[src/rtl/svc_rv_pkg.sv]
// Shared definitions for the RV32 execute-stage blocks.
//   OP_*        : funct3[1:0] encoding of the M-extension divide/remainder ops
//   div_state_e : state encoding of the multi-cycle divider FSM
package svc_rv_pkg;

  localparam logic [1:0] OP_DIV  = 2'b00;
  localparam logic [1:0] OP_DIVU = 2'b01;
  localparam logic [1:0] OP_REM  = 2'b10;
  localparam logic [1:0] OP_REMU = 2'b11;

  typedef enum logic [1:0] {
    ST_IDLE = 2'd0,
    ST_RUN  = 2'd1,
    ST_DONE = 2'd2
  } div_state_e;

endpackage

[src/rtl/svc_rv_div_mc.sv]
// Iterative radix-2 restoring divider for DIV/DIVU/REM/REMU in the EX stage.
// One quotient bit per cycle, working on operand magnitudes, with a sign
// fix-up applied as the last iteration completes.
//
// Ports:
//   clk     in   clock, all state updates on the rising edge
//   rst_n   in   asynchronous active-low reset
//   start   in   EX holds a valid div/rem op (sampled only in IDLE)
//   op      in   funct3[1:0]: 00 DIV, 01 DIVU, 10 REM, 11 REMU
//   rs1_in  in   dividend (forwarded rs1)
//   rs2_in  in   divisor  (forwarded rs2)
//   flush   in   pipeline flush, aborts any op in progress
//   is_mc   out  op in progress (state != IDLE)
//   mc_rs1  out  dividend captured at start, fed back to EX forwarding
//   mc_rs2  out  divisor captured at start, fed back to EX forwarding
//   done    out  one-cycle pulse, result valid
//   result  out  quotient or remainder
module svc_rv_div_mc
  import svc_rv_pkg::*;
#(
  parameter int XLEN = 32
) (
  input  logic            clk,
  input  logic            rst_n,
  input  logic            start,
  input  logic [1:0]      op,
  input  logic [XLEN-1:0] rs1_in,
  input  logic [XLEN-1:0] rs2_in,
  input  logic            flush,
  output logic            is_mc,
  output logic [XLEN-1:0] mc_rs1,
  output logic [XLEN-1:0] mc_rs2,
  output logic            done,
  output logic [XLEN-1:0] result
);

  localparam int CW = $clog2(XLEN) + 1;
  localparam logic [XLEN-1:0] SMIN = {1'b1, {(XLEN-1){1'b0}}};

  // Control state (reset)
  div_state_e      state_q, state_d;
  logic [1:0]      op_q, op_d;
  logic [CW-1:0]   cnt_q, cnt_d;
  logic [XLEN-1:0] mc_rs1_q, mc_rs1_d;
  logic [XLEN-1:0] mc_rs2_q, mc_rs2_d;
  logic [XLEN-1:0] result_q, result_d;

  // Datapath state (not reset; always loaded before use)
  logic [XLEN-1:0] rem_q, rem_d;
  logic [XLEN-1:0] quo_q, quo_d;
  logic [XLEN-1:0] dvs_q, dvs_d;
  logic            qneg_q, qneg_d;
  logic            rneg_q, rneg_d;

  // Start-cycle decode of the incoming operands
  logic            in_signed, in_rem;
  logic [XLEN-1:0] a_abs, b_abs;

  assign in_signed = (op == OP_DIV) || (op == OP_REM);
  assign in_rem    = (op == OP_REM) || (op == OP_REMU);
  assign a_abs     = (in_signed && rs1_in[XLEN-1]) ? -rs1_in : rs1_in;
  assign b_abs     = (in_signed && rs2_in[XLEN-1]) ? -rs2_in : rs2_in;

  // One shift-subtract iteration. The partial remainder is always below the
  // divisor, so bit XLEN of the trial difference is a reliable borrow flag.
  logic [XLEN:0]   shifted, trial;
  logic [XLEN-1:0] step_rem, step_quo;

  always_comb begin
    shifted = {rem_q, quo_q[XLEN-1]};
    trial   = shifted - {1'b0, dvs_q};
    if (!trial[XLEN]) begin
      step_rem = trial[XLEN-1:0];
      step_quo = {quo_q[XLEN-2:0], 1'b1};
    end else begin
      step_rem = shifted[XLEN-1:0];
      step_quo = {quo_q[XLEN-2:0], 1'b0};
    end
  end

  // Sign fix-up of the final iteration's outputs, selected as the result.
  logic [XLEN-1:0] fix_quo, fix_rem, fix_res;
  logic            op_is_rem;

  always_comb begin
    op_is_rem = (op_q == OP_REM) || (op_q == OP_REMU);
    fix_quo   = qneg_q ? -step_quo : step_quo;
    fix_rem   = rneg_q ? -step_rem : step_rem;
    fix_res   = op_is_rem ? fix_rem : fix_quo;
  end

  always_comb begin
    state_d  = state_q;
    op_d     = op_q;
    cnt_d    = cnt_q;
    mc_rs1_d = mc_rs1_q;
    mc_rs2_d = mc_rs2_q;
    result_d = result_q;
    rem_d    = rem_q;
    quo_d    = quo_q;
    dvs_d    = dvs_q;
    qneg_d   = qneg_q;
    rneg_d   = rneg_q;

    case (state_q)
      ST_IDLE: begin
        if (start && !flush) begin
          mc_rs1_d = rs1_in;
          mc_rs2_d = rs2_in;
          op_d     = op;
          if (rs2_in == '0) begin
            // Divide by zero: quotient all ones, remainder is the dividend
            result_d = in_rem ? rs1_in : '1;
            state_d  = ST_DONE;
          end else if (in_signed && (rs1_in == SMIN) && (rs2_in == '1)) begin
            // Signed overflow: quotient is the dividend, remainder zero
            result_d = in_rem ? '0 : rs1_in;
            state_d  = ST_DONE;
          end else begin
            rem_d   = '0;
            quo_d   = a_abs;
            dvs_d   = b_abs;
            qneg_d  = in_signed && (rs1_in[XLEN-1] ^ rs2_in[XLEN-1]);
            rneg_d  = in_signed && rs1_in[XLEN-1];
            cnt_d   = CW'(XLEN);
            state_d = ST_RUN;
          end
        end
      end

      ST_RUN: begin
        if (flush) begin
          state_d = ST_IDLE;
        end else begin
          rem_d = step_rem;
          quo_d = step_quo;
          cnt_d = cnt_q - CW'(1);
          if (cnt_q == CW'(1)) begin
            result_d = fix_res;
            state_d  = ST_DONE;
          end
        end
      end

      ST_DONE: begin
        state_d = ST_IDLE;
      end

      default: begin
        state_d = ST_IDLE;
      end
    endcase
  end

  always_ff @(posedge clk or negedge rst_n) begin
    if (!rst_n) begin
      state_q  <= ST_IDLE;
      op_q     <= OP_DIV;
      cnt_q    <= '0;
      mc_rs1_q <= '0;
      mc_rs2_q <= '0;
      result_q <= '0;
    end else begin
      state_q  <= state_d;
      op_q     <= op_d;
      cnt_q    <= cnt_d;
      mc_rs1_q <= mc_rs1_d;
      mc_rs2_q <= mc_rs2_d;
      result_q <= result_d;
    end
  end

  always_ff @(posedge clk) begin
    rem_q  <= rem_d;
    quo_q  <= quo_d;
    dvs_q  <= dvs_d;
    qneg_q <= qneg_d;
    rneg_q <= rneg_d;
  end

  assign is_mc  = (state_q != ST_IDLE);
  // A flush arriving in the DONE cycle cancels the writeback
  assign done   = (state_q == ST_DONE) && !flush;
  assign result = result_q;
  assign mc_rs1 = mc_rs1_q;
  assign mc_rs2 = mc_rs2_q;

endmodule

[config.mk]
export PLATFORM = sky130hd
export DESIGN_NAME = svc_rv_div_mc
export DESIGN_NICKNAME = d
export VERILOG_FILES = /design/src/rtl/svc_rv_pkg.sv /design/src/rtl/svc_rv_div_mc.sv
export SDC_FILE = /design/constraint.sdc
export NUM_CORES = 1
export LEC_CHECK = 0
export ABC_AREA = 1
export CAP_MARGIN = 25
export CORE_MARGIN = 1
export CORE_UTILIZATION = 40
export DETAILED_ROUTE_END_ITERATION = 12
export GPL_TIMING_DRIVEN = 0
export SLEW_MARGIN = 20
export SYNTH_ARGS = -nofsm -noshare
export SYNTH_HDL_FRONTEND = slang
export SYNTH_SLANG_ARGS = --single-unit
[constraint.sdc]
create_clock -name clk -period 4.24 [get_ports clk]
set_input_delay 0.636 -clock clk [delete_from_list [all_inputs] [get_ports clk]]
set_output_delay 0.636 -clock clk [all_outputs]
set_load 0.1 [all_outputs]
==> run summary, run 1 <==
I/O Buffers -> 164
Clock Latency Late Sink -> 560 ps
Clock Tree Root -> clkbuf_16
Yosys cell types -> 56
post-synthesis async set-or-reset flop share -> 0.517
crit path launch type -> input port
final setup violation count -> 3
Reg area -> 5570 sq um
ys flop type -> dfrtp_1
CP most frequent cell -> nand3_1
top-area cell type share of the netlist area -> 0.194
initial antenna violation count -> 0
Switching Share -> 0.518
DR vias/cell -> 5.27
crit end category -> flip-flop
die width -> 197 um
fmax -> 0.232 GHz
leakage -> 0.00849 uW
Logic pwr share -> 0.544
Tcrit/Tclk final -> 1.02
sequential power share -> 0.264
FP Rows -> 71
Initial DRC Count -> 1,418
status -> complete, but fails checks
slew margin rel. -> 0.327
cells after synthesis -> 2,190
Total Wirelength -> 54,900 um
cell area after synthesis -> 15,200 sq um
Layout fillers -> 3,804
drt drc -> 0
antenna-violating nets left -> 0
total CTS buffers -> 25
most common cell after layout, fill and taps aside -> nand2_1
#FFs+latches synth -> 203
Clk pwr share -> 0.192
CP peak stage delay -> 520 ps
sequential area share after synthesis -> 0.366
RSZ-0062 raised after global routing -> yes
Area Growth Syn to Fin -> 24.1%
Initial Utilization -> 0.406
MaxCap Viol Count -> 0
Worst Hold Slack -> 7.42 ps
final std cells w/o fill -> 2,938
fin. max-slew vios -> 0
slowest CP cell -> a21oi_1
min-delay worst type -> input port to asynchronous set/reset pin
cell internal pwr -> 5400 uW
Yosys warning total -> 0
routed vias -> 15.5k
routability cong. -> 0.956
Ports -> 168
Required @ worst endpoint -> 4720 ps
final hold vios -> 0
placed instance count -> 2,868
number of diodes -> 0
Die ar. -> 38,800 sq um
drt pass-1 iters -> 8
area of the multi-input gates -> 8490 sq um
WL/cell -> 18.7 um
first-pass GRT wire length -> 83,400 um
Die Ht -> 197 um
CP Cell Sequence -> clkdlybuf4s50_1, inv_1, ha_1, inv_1, nor3_1, nand3_1, nor3_2, nand3_1, nor4_2, nand4_1, nand3_1, nand3_1, clkbuf_1, a21oi_1, nand2_1, nand2_1
Synth area leaders -> edfxtp_1 (19%), dfrtp_1 (17%), nand2_1 (15%)
Clock Sinks -> 203
crit path DAT -> 4800 ps
layout cells sized above 1 -> 0.0952
PwrDens -> 594 nW/um^2
htree depth -> 1
Slew @ Worst Pin -> 1010 ps
most frequent cells in the layout -> nand2_1 (607), inv_1 (278), o21ai_0 (213)
crit path time final -> 4320 ps
Psw -> 5800 uW
TritonCTS clock tree -> done
post-route setup slack -> -76.0 ps
vias in the first global route -> 14.5k
cell taking the most area after synthesis -> edfxtp_1
Overflow after GRT -> 0
Syn Nets -> 2,300
Max Buffers Root-to-Sink -> 3
core area -> 37,500 sq um
Post-synth EDFFs -> 98
Clock Skews -> 23.6 ps
gr usage total -> 0.281
largest net degree at the start of global routing -> 64
Syn Area/Cell -> 6.94 sq um
critical-path maximum fanout -> 10
HPWL after detailed placement -> 43,600 um
Setup CP Type -> input port to flip-flop
nets@finish -> 2,518
worst vdd ir -> 615 uV
final core utilization -> 0.503
clock transition at the registers of the reported paths -> 50 ps
violated checks -> negative setup slack
## final timing paths
| path | slack (ps) | cells after the start | endpoint | from |
|---|---|---|---|---|
| min in group clk | 470 | 3 | mc_rs1[10]$_DFFE_PN0P_ | rs1_in[10] |
| worst min-delay path | 7 | 1 | result[22]$_DFFE_PN0P_ | rst_n |
| worst max-delay path | -80 | 16 | result[14]$_DFFE_PN0P_ | rs1_in[0] |
| worst min register to register | 480 | 2 | result[21]$_DFFE_PN0P_ | result[21]$_DFFE_PN0P_ |
| worst max register to register | 240 | 28 | result[30]$_DFFE_PN0P_ | rem_q[12]$_SDFFCE_PN0P_ |
| max in group asynchronous | 3540 | 2 | mc_rs2[7]$_DFFE_PN0P_ | rst_n |
## Yosys cell counts (6+ instances only)
library cell,instances
nand3_1,120
edfxtp_1,98
nor2_1,198
a21oi_1,101
inv_1,286
nand3b_1,13
ha_1,39
o21bai_1,6
o211ai_1,8
or2_2,7
nand2_2,41
clkbuf_1,59
xor2_1,66
a31oi_1,9
nand2_4,11
nor2_2,13
nor3_1,36
o21ai_1,8
nand2_1,616
nor4_1,17
nand4_1,41
xnor2_1,11
buf_1,6
nand3_2,6
o21ai_0,214
dfrtp_1,105
## area by class of cell
type / count / share of cell area
sequential: 203 / 0.295
clock inverter: 14 / 0.00750
tap: 511 / 0.0339
inverter: 292 / 0.0582
timing repair buffer: 192 / 0.101
buffer: 74 / 0.0182
clock buffer: 32 / 0.0357
multi-input combinational: 1620 / 0.450
## stage by stage
step           worst slack [ps]  TNS (ps)  total power (uW)  instance area [sq um]
5_1_grt                   -92.0     -99.3             11800                  18900
6_report                  -76.0      -118             11200                  18900
4_1_cts                    -155      -155             11100                  18500
3_5_place_dp               -852    -22130              8910                  17600
2_1_floorplan              90.7         0              7240                  15200
3_3_place_gp              -1770   -312700              8870                  17500
## repair_timing
| action | CTS | global route |
|---|---|---|
| setup endpoints to repair | 22 | 22 |
| pin swaps | 6 | 21 |
| resized for setup | 14 | 54 |
| buffers inserted | 6 | 19 |
| cloned | 0 | 0 |
| hold buffers | 0 | 0 |
## registers in the layout, summed over array words and instances (netlist names)
register,cells
result,32
rneg_q,1
op_q,1
state_q,2
dvs_q,32
mc_rs1,32
quo_q,32
rem_q,32
cnt_q,6
qneg_q,1
mc_rs2,32
## layer usage
layer / GRT usage / vias up / part of all wire
met5: 0 / - / 0
met4: 0.0767 / 0 / 0.026
met3: 0.0400 / 69 / 0.071
met2: 0.432 / 624 / 0.43
met1: 0.409 / 7225 / 0.47
li1: - / 7572 / -
## worst max-delay path, delay by kind of cell
family	cells	cell delay, ps
compound gates	1	520
fa+ha+maj	1	180
buf+inv	4	1170
simple gates	10	2250
## kinds of logic after synthesis
kind of cell,count (synthesis),synth area share
simple gates,1133,0.328
buf+inv,367,0.0955
flops,203,0.366
xor+xnor,77,0.0444
compound gates,368,0.131
fa+ha+maj,40,0.0334
mux,2,0.00148
## power by group through the flow
stage / combinational [uW] / clock [uW] / sequential (uW)
2_1_floorplan: 2180 / 0 / 5070
3_3_place_gp: 5880 / 0 / 2980
3_5_place_dp: 5930 / 0 / 2970
4_1_cts: 5970 / 2180 / 2950
5_1_grt: 6500 / 2250 / 3000
6_report: 6090 / 2150 / 2950
(Power assumes the default switching activity.)
==> inputs of run 2 (changes only) <==
--- a/config.mk
+++ b/config.mk
@@ -7,10 +7,13 @@
 export LEC_CHECK = 0
 export ABC_AREA = 1
 export CAP_MARGIN = 25
+export CELL_PAD_IN_SITES_DETAIL_PLACEMENT = 0
+export CELL_PAD_IN_SITES_GLOBAL_PLACEMENT = 1
 export CORE_MARGIN = 1
-export CORE_UTILIZATION = 40
+export CORE_UTILIZATION = 38
 export DETAILED_ROUTE_END_ITERATION = 12
 export GPL_TIMING_DRIVEN = 0
+export PLACE_DENSITY_LB_ADDON = 0.1
 export SLEW_MARGIN = 20
 export SYNTH_ARGS = -nofsm -noshare
 export SYNTH_HDL_FRONTEND = slang
==> run summary, run 2 (synthesis gave the netlist of run 1 again) <==
core area -> 39,100 sq um (+4.3%)
crit end category -> flip-flop
crit path DAT -> 4550 ps (-250 ps)
Required @ worst endpoint -> 4730 ps (about the same)
RSZ-0062 raised after global routing -> no
TritonCTS clock tree -> done
reg-to-reg startpoint -> dvs_q[24]$_DFFE_PP_
critical-path maximum fanout -> 10 (unchanged)
min-delay worst type -> input port to asynchronous set/reset pin
die width -> 202 um (+2.6%)
final setup violation count -> 0 (-3)
layer with the highest usage -> met2
htree depth -> 1 (unchanged)
most common cell after layout, fill and taps aside -> nand2_1
WL/cell -> 19.3 um (+3.0%)
Total Wirelength -> 57,000 um (+3.8%)
fin. max-slew vios -> 0 (unchanged)
FP Rows -> 72 (+1.4%)
Initial DRC Count -> 1,338 (-5.6%)
slew margin rel. -> 0.336 (+0.00862)
most frequent cells in the layout -> nand2_1 (608), inv_1 (270), o21ai_0 (213)
Slew @ Worst Pin -> 993 ps (-12.9 ps)
clock transition at the registers of the reported paths -> 60 ps (about the same)
fmax -> 0.246 GHz (+6.2%)
Clock Tree Root -> clkbuf_16
last element of the critical path -> result[18]$_DFFE_PN0P_
Clock Skews -> 16.4 ps (-7.23 ps)
Clock Sinks -> 203 (unchanged)
R2R Path End -> result[14]$_DFFE_PN0P_
hold buffer count at cts -> 0 (unchanged)
PwrDens -> 587 nW/um^2 (-1.2%)
Area Growth Syn to Fin -> 25.7%
Worst Hold Slack -> 43.1 ps (+35.7 ps)
MaxCap Viol Count -> 0 (unchanged)
Overflow after GRT -> 0 (unchanged)
GR Util met3 -> 0.0416 (+0.00156)
total CTS buffers -> 25 (unchanged)
largest net degree at the start of global routing -> 57 (-11%)
slack of the worst reg-to-reg path -> 220 ps (-20 ps)
drt drc -> 0 (unchanged)
layout cells sized above 1 -> 0.106 (+0.0109)
Die ar. -> 40,800 sq um (+5.2%)
drt pass-1 iters -> 7 (-1)
crit path time final -> 4060 ps (-252 ps)
worst vdd ir -> 649 uV (+5.6%)
initial antenna violation count -> 0 (unchanged)
gr usage total -> 0.278 (-0.00316)
Clock Latency Late Sink -> 550 ps (about the same)
Setup CP Type -> input port to flip-flop
leakage -> 0.00856 uW (+0.86%)
nets@finish -> 2,533 (+0.60%)
met2 GRT Util -> 0.418 (-0.0141)
Tcrit/Tclk final -> 0.958 (-0.0595)
first-pass GRT wire length -> 87,200 um (+4.6%)
routability cong. -> 0.956 (about the same)
Initial Utilization -> 0.389 (-0.0167)
Worst Setup SP -> rs1_in[0]
worst r2r path cells -> 30 (+7.1%)
status -> complete, no violations
Ports -> 168 (unchanged)
vias in the first global route -> 14.8k (+2.6%)
met1 usage -> 0.411 (+0.00128)
HPWL after detailed placement -> 45,100 um (+3.3%)
setup_tns -> 0 ps (+118 ps)
routed vias -> 15.5k (-0.026%)
Max Buffers Root-to-Sink -> 3 (unchanged)
final hold vios -> 0 (unchanged)
Die Ht -> 202 um (+2.6%)
I/O Buffers -> 164 (unchanged)
DR vias/cell -> 5.23 (-0.77%)
number of diodes -> 0 (unchanged)
crit path launch type -> input port
antenna-violating nets left -> 0 (unchanged)
[run 2: through the flow]
stage               area (sq um)   util  power (uW)  setup WS (ps)  instances
global route               19100  0.489       11800           17.3       2960
floorplan                  15200      -        7240           90.7       2190
detailed placement         17600  0.449        8930          -1000       2875
finish                     19100  0.489       11200            176       2960
global placement           17500  0.447        8900          -1920       2872
CTS                        18800  0.481       11100          0.834       2945
[run 2: worst min-delay path by stage]
stage                                start                      to  slack (ps)
floorplan                            rst_n    cnt_q[0]$_DFFE_PN0P_         340
global placement    result[25]$_DFFE_PN0P_  result[25]$_DFFE_PN0P_         470
detailed placement  result[27]$_DFFE_PN0P_  result[27]$_DFFE_PN0P_         470
CTS                                  rst_n   mc_rs2[8]$_DFFE_PN0P_          50
global route                         rst_n  mc_rs2[13]$_DFFE_PN0P_          80
finish                               rst_n  mc_rs2[15]$_DFFE_PN0P_          40
[run 2: area by class of cell]
class | count | area (sq um)
fillers | 4010 | 20000
clock inverters | 12 | 77.6
multi-input cells | 1620 | 8630
repair buffers | 207 | 2010
well taps | 518 | 648
clock buffers | 34 | 721
plain buffers | 74 | 345
flip-flops and latches | 203 | 5570
inverters | 292 | 1100
[run 2: what timing repair did]
item                                    CTS  global route
pin swaps                                16            22
gates resized for setup                  40            47
cloned                                    0             0
buffers inserted                         25            15
endpoints found under the setup margin   25            20
[run 2: power breakdown]
part / leakage (uW) / internal, uW / switching [uW]
Combinational: 0.00592 / 1610 / 4560
Clock: 0.000396 / 1200 / 886
Sequential: 0.00225 / 2590 / 374
Total: 0.00856 / 5390 / 5820
[run 2: critical path, stage by stage]
cell,delay (ps)
clkdlybuf4s50_1,490
inv_1,220
ha_1,180
inv_1,50
nor3_1,190
nand3_1,160
nor3_2,280
nand3_1,150
nor4_2,420
nand4_1,230
nand3_1,140
nand3_2,230
clkbuf_2,360
a21oi_1,470
o21ai_1,230
nand2_1,100
[run 2: layer usage]
| metal | up-vias | wire, um |
|---|---|---|
| met2 | 564 | 24300 |
| li1 | 7593 | - |
| met4 | 0 | 1440 |
| met1 | 7250 | 26800 |
| met5 | - | 0 |
| met3 | 79 | 4420 |
==> inputs of run 3 (changes only) <==
--- a/config.mk
+++ b/config.mk
@@ -6,14 +6,13 @@
 export NUM_CORES = 1
 export LEC_CHECK = 0
 export ABC_AREA = 1
-export CAP_MARGIN = 25
 export CELL_PAD_IN_SITES_DETAIL_PLACEMENT = 0
 export CELL_PAD_IN_SITES_GLOBAL_PLACEMENT = 1
 export CORE_MARGIN = 1
 export CORE_UTILIZATION = 38
 export DETAILED_ROUTE_END_ITERATION = 12
 export GPL_TIMING_DRIVEN = 0
-export PLACE_DENSITY_LB_ADDON = 0.1
+export PLACE_DENSITY_LB_ADDON = 0.25
 export SLEW_MARGIN = 20
 export SYNTH_ARGS = -nofsm -noshare
 export SYNTH_HDL_FRONTEND = slang
==> run summary, run 3 (synthesis gave the netlist of run 1 again) <==
crit end category -> flip-flop
slack of the worst reg-to-reg path -> 180 ps (-40 ps)
gr usage total -> 0.271 (-0.00696)
routability cong. -> 0.928 (-3.0%)
leakage -> 0.00848 uW (-0.94%)
Initial DRC Count -> 1,239 (-7.4%)
number of diodes -> 0 (unchanged)
Overflow after GRT -> 0 (unchanged)
fmax -> 0.246 GHz (about the same)
worst r2r path cells -> 28 (-6.7%)
most frequent cells in the layout -> nand2_1 (611), inv_1 (283), o21ai_0 (213)
Tcrit/Tclk final -> 0.958 (about the same)
initial antenna violation count -> 0 (unchanged)
htree depth -> 1 (unchanged)
nets@finish -> 2,515 (-0.71%)
Area Growth Syn to Fin -> 23.8%
antenna-violating nets left -> 0 (unchanged)
core area -> 39,100 sq um (unchanged)
worst vdd ir -> 670 uV (+3.2%)
I/O Buffers -> 164 (unchanged)
drt drc -> 0 (unchanged)
FP Rows -> 72 (unchanged)
final hold vios -> 0 (unchanged)
setup_tns -> 0 ps (unchanged)
PwrDens -> 597 nW/um^2 (+1.8%)
Initial Utilization -> 0.389 (unchanged)
most common cell after layout, fill and taps aside -> nand2_1
final setup violation count -> 0 (unchanged)
crit path launch type -> input port
layout cells sized above 1 -> 0.0891 (-0.0170)
Clock Skews -> 12.1 ps (-4.31 ps)
Setup CP Type -> input port to flip-flop
Required @ worst endpoint -> 4720 ps (about the same)
power after layout -> 11,200 uW (+0.27%)
crit path DAT -> 4540 ps (about the same)
Max Buffers Root-to-Sink -> 3 (unchanged)
largest net degree at the start of global routing -> 77 (+35%)
fin. max-slew vios -> 0 (unchanged)
Clock Latency Late Sink -> 540 ps (about the same)
Layout fillers -> 4,068 (+1.4%)
slew margin rel. -> 0.328 (-0.00779)
Die ar. -> 40,800 sq um (unchanged)
status -> complete, no violations
routed vias -> 15.3k (-1.3%)
Total Wirelength -> 56,000 um (-1.8%)
min-delay worst type -> flip-flop to flip-flop
clock transition at the registers of the reported paths -> 60 ps (about the same)
WL/cell -> 19.0 um (-1.2%)
critical-path maximum fanout -> 10 (unchanged)
Clock Tree Root -> clkbuf_16
drt pass-1 iters -> 7 (unchanged)
RSZ-0062 raised after global routing -> yes
Die Ht -> 202 um (unchanged)
total CTS buffers -> 25 (unchanged)
Clock Sinks -> 203 (unchanged)
Ports -> 168 (unchanged)
hold depth -> 2
vias in the first global route -> 14.6k (-1.7%)
crit path time final -> 4060 ps (-0.709 ps)
HPWL after detailed placement -> 44,700 um (-0.75%)
Slew @ Worst Pin -> 1010 ps (+11.7 ps)
DR vias/cell -> 5.20 (-0.69%)
TritonCTS clock tree -> done
first-pass GRT wire length -> 85,000 um (-2.5%)
MaxCap Viol Count -> 0 (unchanged)
die width -> 202 um (unchanged)
==> run 3: cell types whose count changed in the layout (fill, tap and decap cells not counted), moves of 10 or more <==
cell | previous run | this run
ha_4 | 22 | 11
buf_4 | 41 | 22
inv_1 | 270 | 283
inv_2 | 18 | 5
ha_1 | 14 | 24
==> run 3: path summary, 6_finish.rpt <==
kind                                         startpoint                      to
worst min register to register   result[13]$_DFFE_PN0P_  result[13]$_DFFE_PN0P_
max in group asynchronous                         rst_n  result[20]$_DFFE_PN0P_
worst max-delay path                          rs1_in[0]  result[15]$_DFFE_PN0P_
worst max register to register  rem_q[13]$_SDFFCE_PN0P_  result[30]$_DFFE_PN0P_
min in group asynchronous                         rst_n  mc_rs2[11]$_DFFE_PN0P_
worst min-delay path             result[13]$_DFFE_PN0P_  result[13]$_DFFE_PN0P_
==> run 3: final cells by class <==
class                           instances  area, sq um  area share
Buffer                                 74          345      0.0183
Tap cell                              518          648      0.0344
Timing Repair Buffer                  189         1890       0.100
Multi-Input combinational cell       1620         8440       0.448
Clock buffer                           30          654      0.0348
Sequential cell                       203         5570       0.296
Inverter                              292         1100      0.0584
Clock inverter                         16          181     0.00964
==> run 3: layer usage <==
metal	GRT usage	share of wire	vias up
met5	0	0	-
met4	0.0587	0.021	0
met3	0.0379	0.061	60
met2	0.426	0.44	480
met1	0.392	0.48	7191
li1	-	-	7554
==> run 3: timing repair <==
item                                   CTS  global route
setup buffers                           12             9
hold buffers                             1             0
endpoints found under the hold margin   29             0
gates resized for setup                 21            30
setup endpoints to repair               24            16
pin swaps                               11            14
==> run 3: power by group <==
part           switching (uW)  total (uW)  internal [uW]  leakage (uW)
registers                 368        2960           2590       0.00225
logic                    4530        6090           1550       0.00585
clock network             906        2200           1290      0.000390
total                    5810       11200           5430       0.00848
==> run 3: stage by stage <==
stage | setup slack, ps | utilization | hold WS, ps | cells | cell area, sq um
floorplan | 90.7 | - | 340 | 2190 | 15200
global placement | -1680 | 0.447 | 465 | 2872 | 17500
CTS | -10.3 | 0.475 | 487 | 2933 | 18600
finish | 177 | 0.481 | 479 | 2942 | 18800
global route | -104 | 0.481 | 499 | 2942 | 18800
detailed placement | -859 | 0.450 | 471 | 2875 | 17600
==> run 3: critical path, cell delays in order <==
cell and delay (ps):
clkdlybuf4s50_1 500, inv_1 230, ha_1 180, inv_1 50
nor3_1 190, nand3_1 160, nor3_2 270, nand3_1 140
nor4_2 410, nand4_1 250, nand3_1 130, nand3_1 330
clkbuf_1 380, a21oi_1 500, nand2_1 110, nand2_1 70
==> RTL change, RTL diff (config.mk and constraints of run 2) <==
The 3 states of `div_state_e` get a one-hot encoding in 3 bits.
--- a/src/rtl/svc_rv_pkg.sv
+++ b/src/rtl/svc_rv_pkg.sv
@@ -9,8 +9,8 @@
   localparam logic [1:0] OP_REMU = 2'b11;
 
-  typedef enum logic [1:0] {
-    ST_IDLE = 2'd0,
-    ST_RUN  = 2'd1,
-    ST_DONE = 2'd2
+  typedef enum logic [2:0] {
+    ST_IDLE = 3'b001,
+    ST_RUN  = 3'b010,
+    ST_DONE = 3'b100
   } div_state_e;
 
Behaviour: same outputs for any inputs over 4 cycles, from zero or initial values and one cycle with rst_n low; so few cycles prove little.
==> RTL change against run 2 <==
  * Setup slack gained 0.13 ns
  * Sequential cell count grew 1
  * Die area shrank 0.77%
  * Routed wire length shrank 1.1%
  * Synthesized area shrank 0.78%
  * Cell area shrank 3.0%
  * Sequential share of layout area grew 1.0 points
  * Critical path depth grew 8
  * First-iteration DRC count grew 4.9%
  * Highest routed layer unchanged
Power is not shown: default switching activity piles up to over one toggle a cycle in this logic, so the estimate is an artifact.
==> RTL change: results (changes against run 2) <==
The flow ran to the end, and the final reports show no timing, DRC or antenna violations. The worst clock skew is 0.01488 ns (-0.001521 ns). The worst slack at placement came out at -0.5284 ns (+0.4733 ns). The run gives 23590 µm (-3.0%) as the amount of wire on met2 after detailed routing. The cell count after synthesis is 2181 (-0.41%), and the portion of the layout cell area used by non-clock buffers is 11.72% (-0.62 points). For the placed cell area, the log shows 17470 µm² (-0.59%). The register fraction of the total cell area is 30.19% (+1.0 points). The fraction of final layout cells sized beyond drive strength 1 came out at 7.801% (-2.8 points). The maximum cell stage delay along the critical path came out at 0.45 ns (-0.04 ns). The logs give 6 (-1) for the length of the first detailed-routing pass in iterations and 1595 (-1.5%) for the number of multi-input combinational cells in the layout. The portion of netlist area occupied by mux cells works out to 0.9705% (+0.82 points). The total nets after synthesis was 2291 (-0.39%); the xor and xnor area share after synthesis was 4.355% (-0.081 points). The number of antenna violations at the first check in global routing is 0 (unchanged), and the area fraction in compound gates after synthesis is 12.60% (-0.47 points).

For the largest net degree at the start of global routing, the log shows 67 (+18%). The total of clock buffers placed in the layout is 29 (-15%), and the met1 layer wirelength in the final routing is 27330 µm (+1.9%). The final non-filler cell total was 2928 (-1.1%). The detailed placer's ending HPWL was 45500 µm (+0.92%). The arrival time at the worst endpoint is 4.36 ns (-0.19 ns), and the fraction of area in multi-input gates is 43.99% (-1.2 points). The transition time at the pin with the least slew margin works out to 1.016 ns (+0.02247 ns). The logs give 253.9 MHz (+3.2%) for the achievable clock frequency and 37.10% (+0.46 points) for the share of synthesized area occupied by flip-flops and latches.

The number of fill cells came out at 4083 (+1.8%). The number of signal-net inverters in the final layout was 310 (+6.2%); the count of cells along the worst register-to-register path was 24 (-20%). The total of cells resized after clock tree synthesis is 18 (-55%), and the number of design-rule violations left by the first detailed-router iteration is 1404 (+4.9%). The clock network area share works out to 4.326% (+0.15 points). The logs give 14420 (-2.8%) for the via count of the first global-routing pass and 0 (unchanged) for the count of hold-fix buffers inserted at cts. Vias after detailed routing: 15080 (-2.6%). The global routing usage on met1 is 42.04% (+0.99 points), and the met3 track demand over resource in global routing is 4.551% (+0.39 points). The async set-reset flop share out of synthesis is 51.96% (+0.24 points), and the largest fanout on the critical path is 8 (-2). The tools report the count of distinct cell types in the synthesized netlist as 49 (-13%). For the total wire length, the log shows 56410 µm (-1.1%). The type of the worst setup path is flop to flop. The commonest cells after synthesis are sky130_fd_sc_hd__nand2_1, sky130_fd_sc_hd__inv_1, sky130_fd_sc_hd__o21ai_0.

The number of antenna repair diodes was 0 (unchanged); the total routing usage reported by global routing was 27.71% (-0.051 points). The share of synthesized cell area in full adder, half adder and majority cells was 3.368% (+0.026 points). Count of sequential standard cells: 204 (+0.49%).
## RTL change: cell types whose count changed after synthesis, moves of 10 or more
cell	run 2	this run
sky130_fd_sc_hd__nand2_1	616	638
sky130_fd_sc_hd__inv_1	286	303
sky130_fd_sc_hd__nand2_2	41	25
sky130_fd_sc_hd__mux2_2	2	13
sky130_fd_sc_hd__nand4_1	41	26
sky130_fd_sc_hd__o21ai_0	214	204
## RTL change: worst min path at each step
stage                           from          to  slack (ns)  cells after the start
final                          rst_n  mc_rs2[11]        0.02                      1
after global routing           rst_n  mc_rs2[11]        0.04                      1
after CTS                      rst_n  mc_rs2[11]        0.02                      1
after detailed placement  result[30]  result[30]        0.47                      2
after global placement      cnt_q[5]    cnt_q[5]        0.47                      2
after floorplan                rst_n    cnt_q[0]        0.34                      0
## RTL change: critical path: cells and delay by family, from the launching register on
kind            cells  cell delay [ns]
compound gates      3             0.47
fa+ha+maj           2             0.48
simple gates       16             2.11
flops               1             0.45
buf+inv             3             0.31
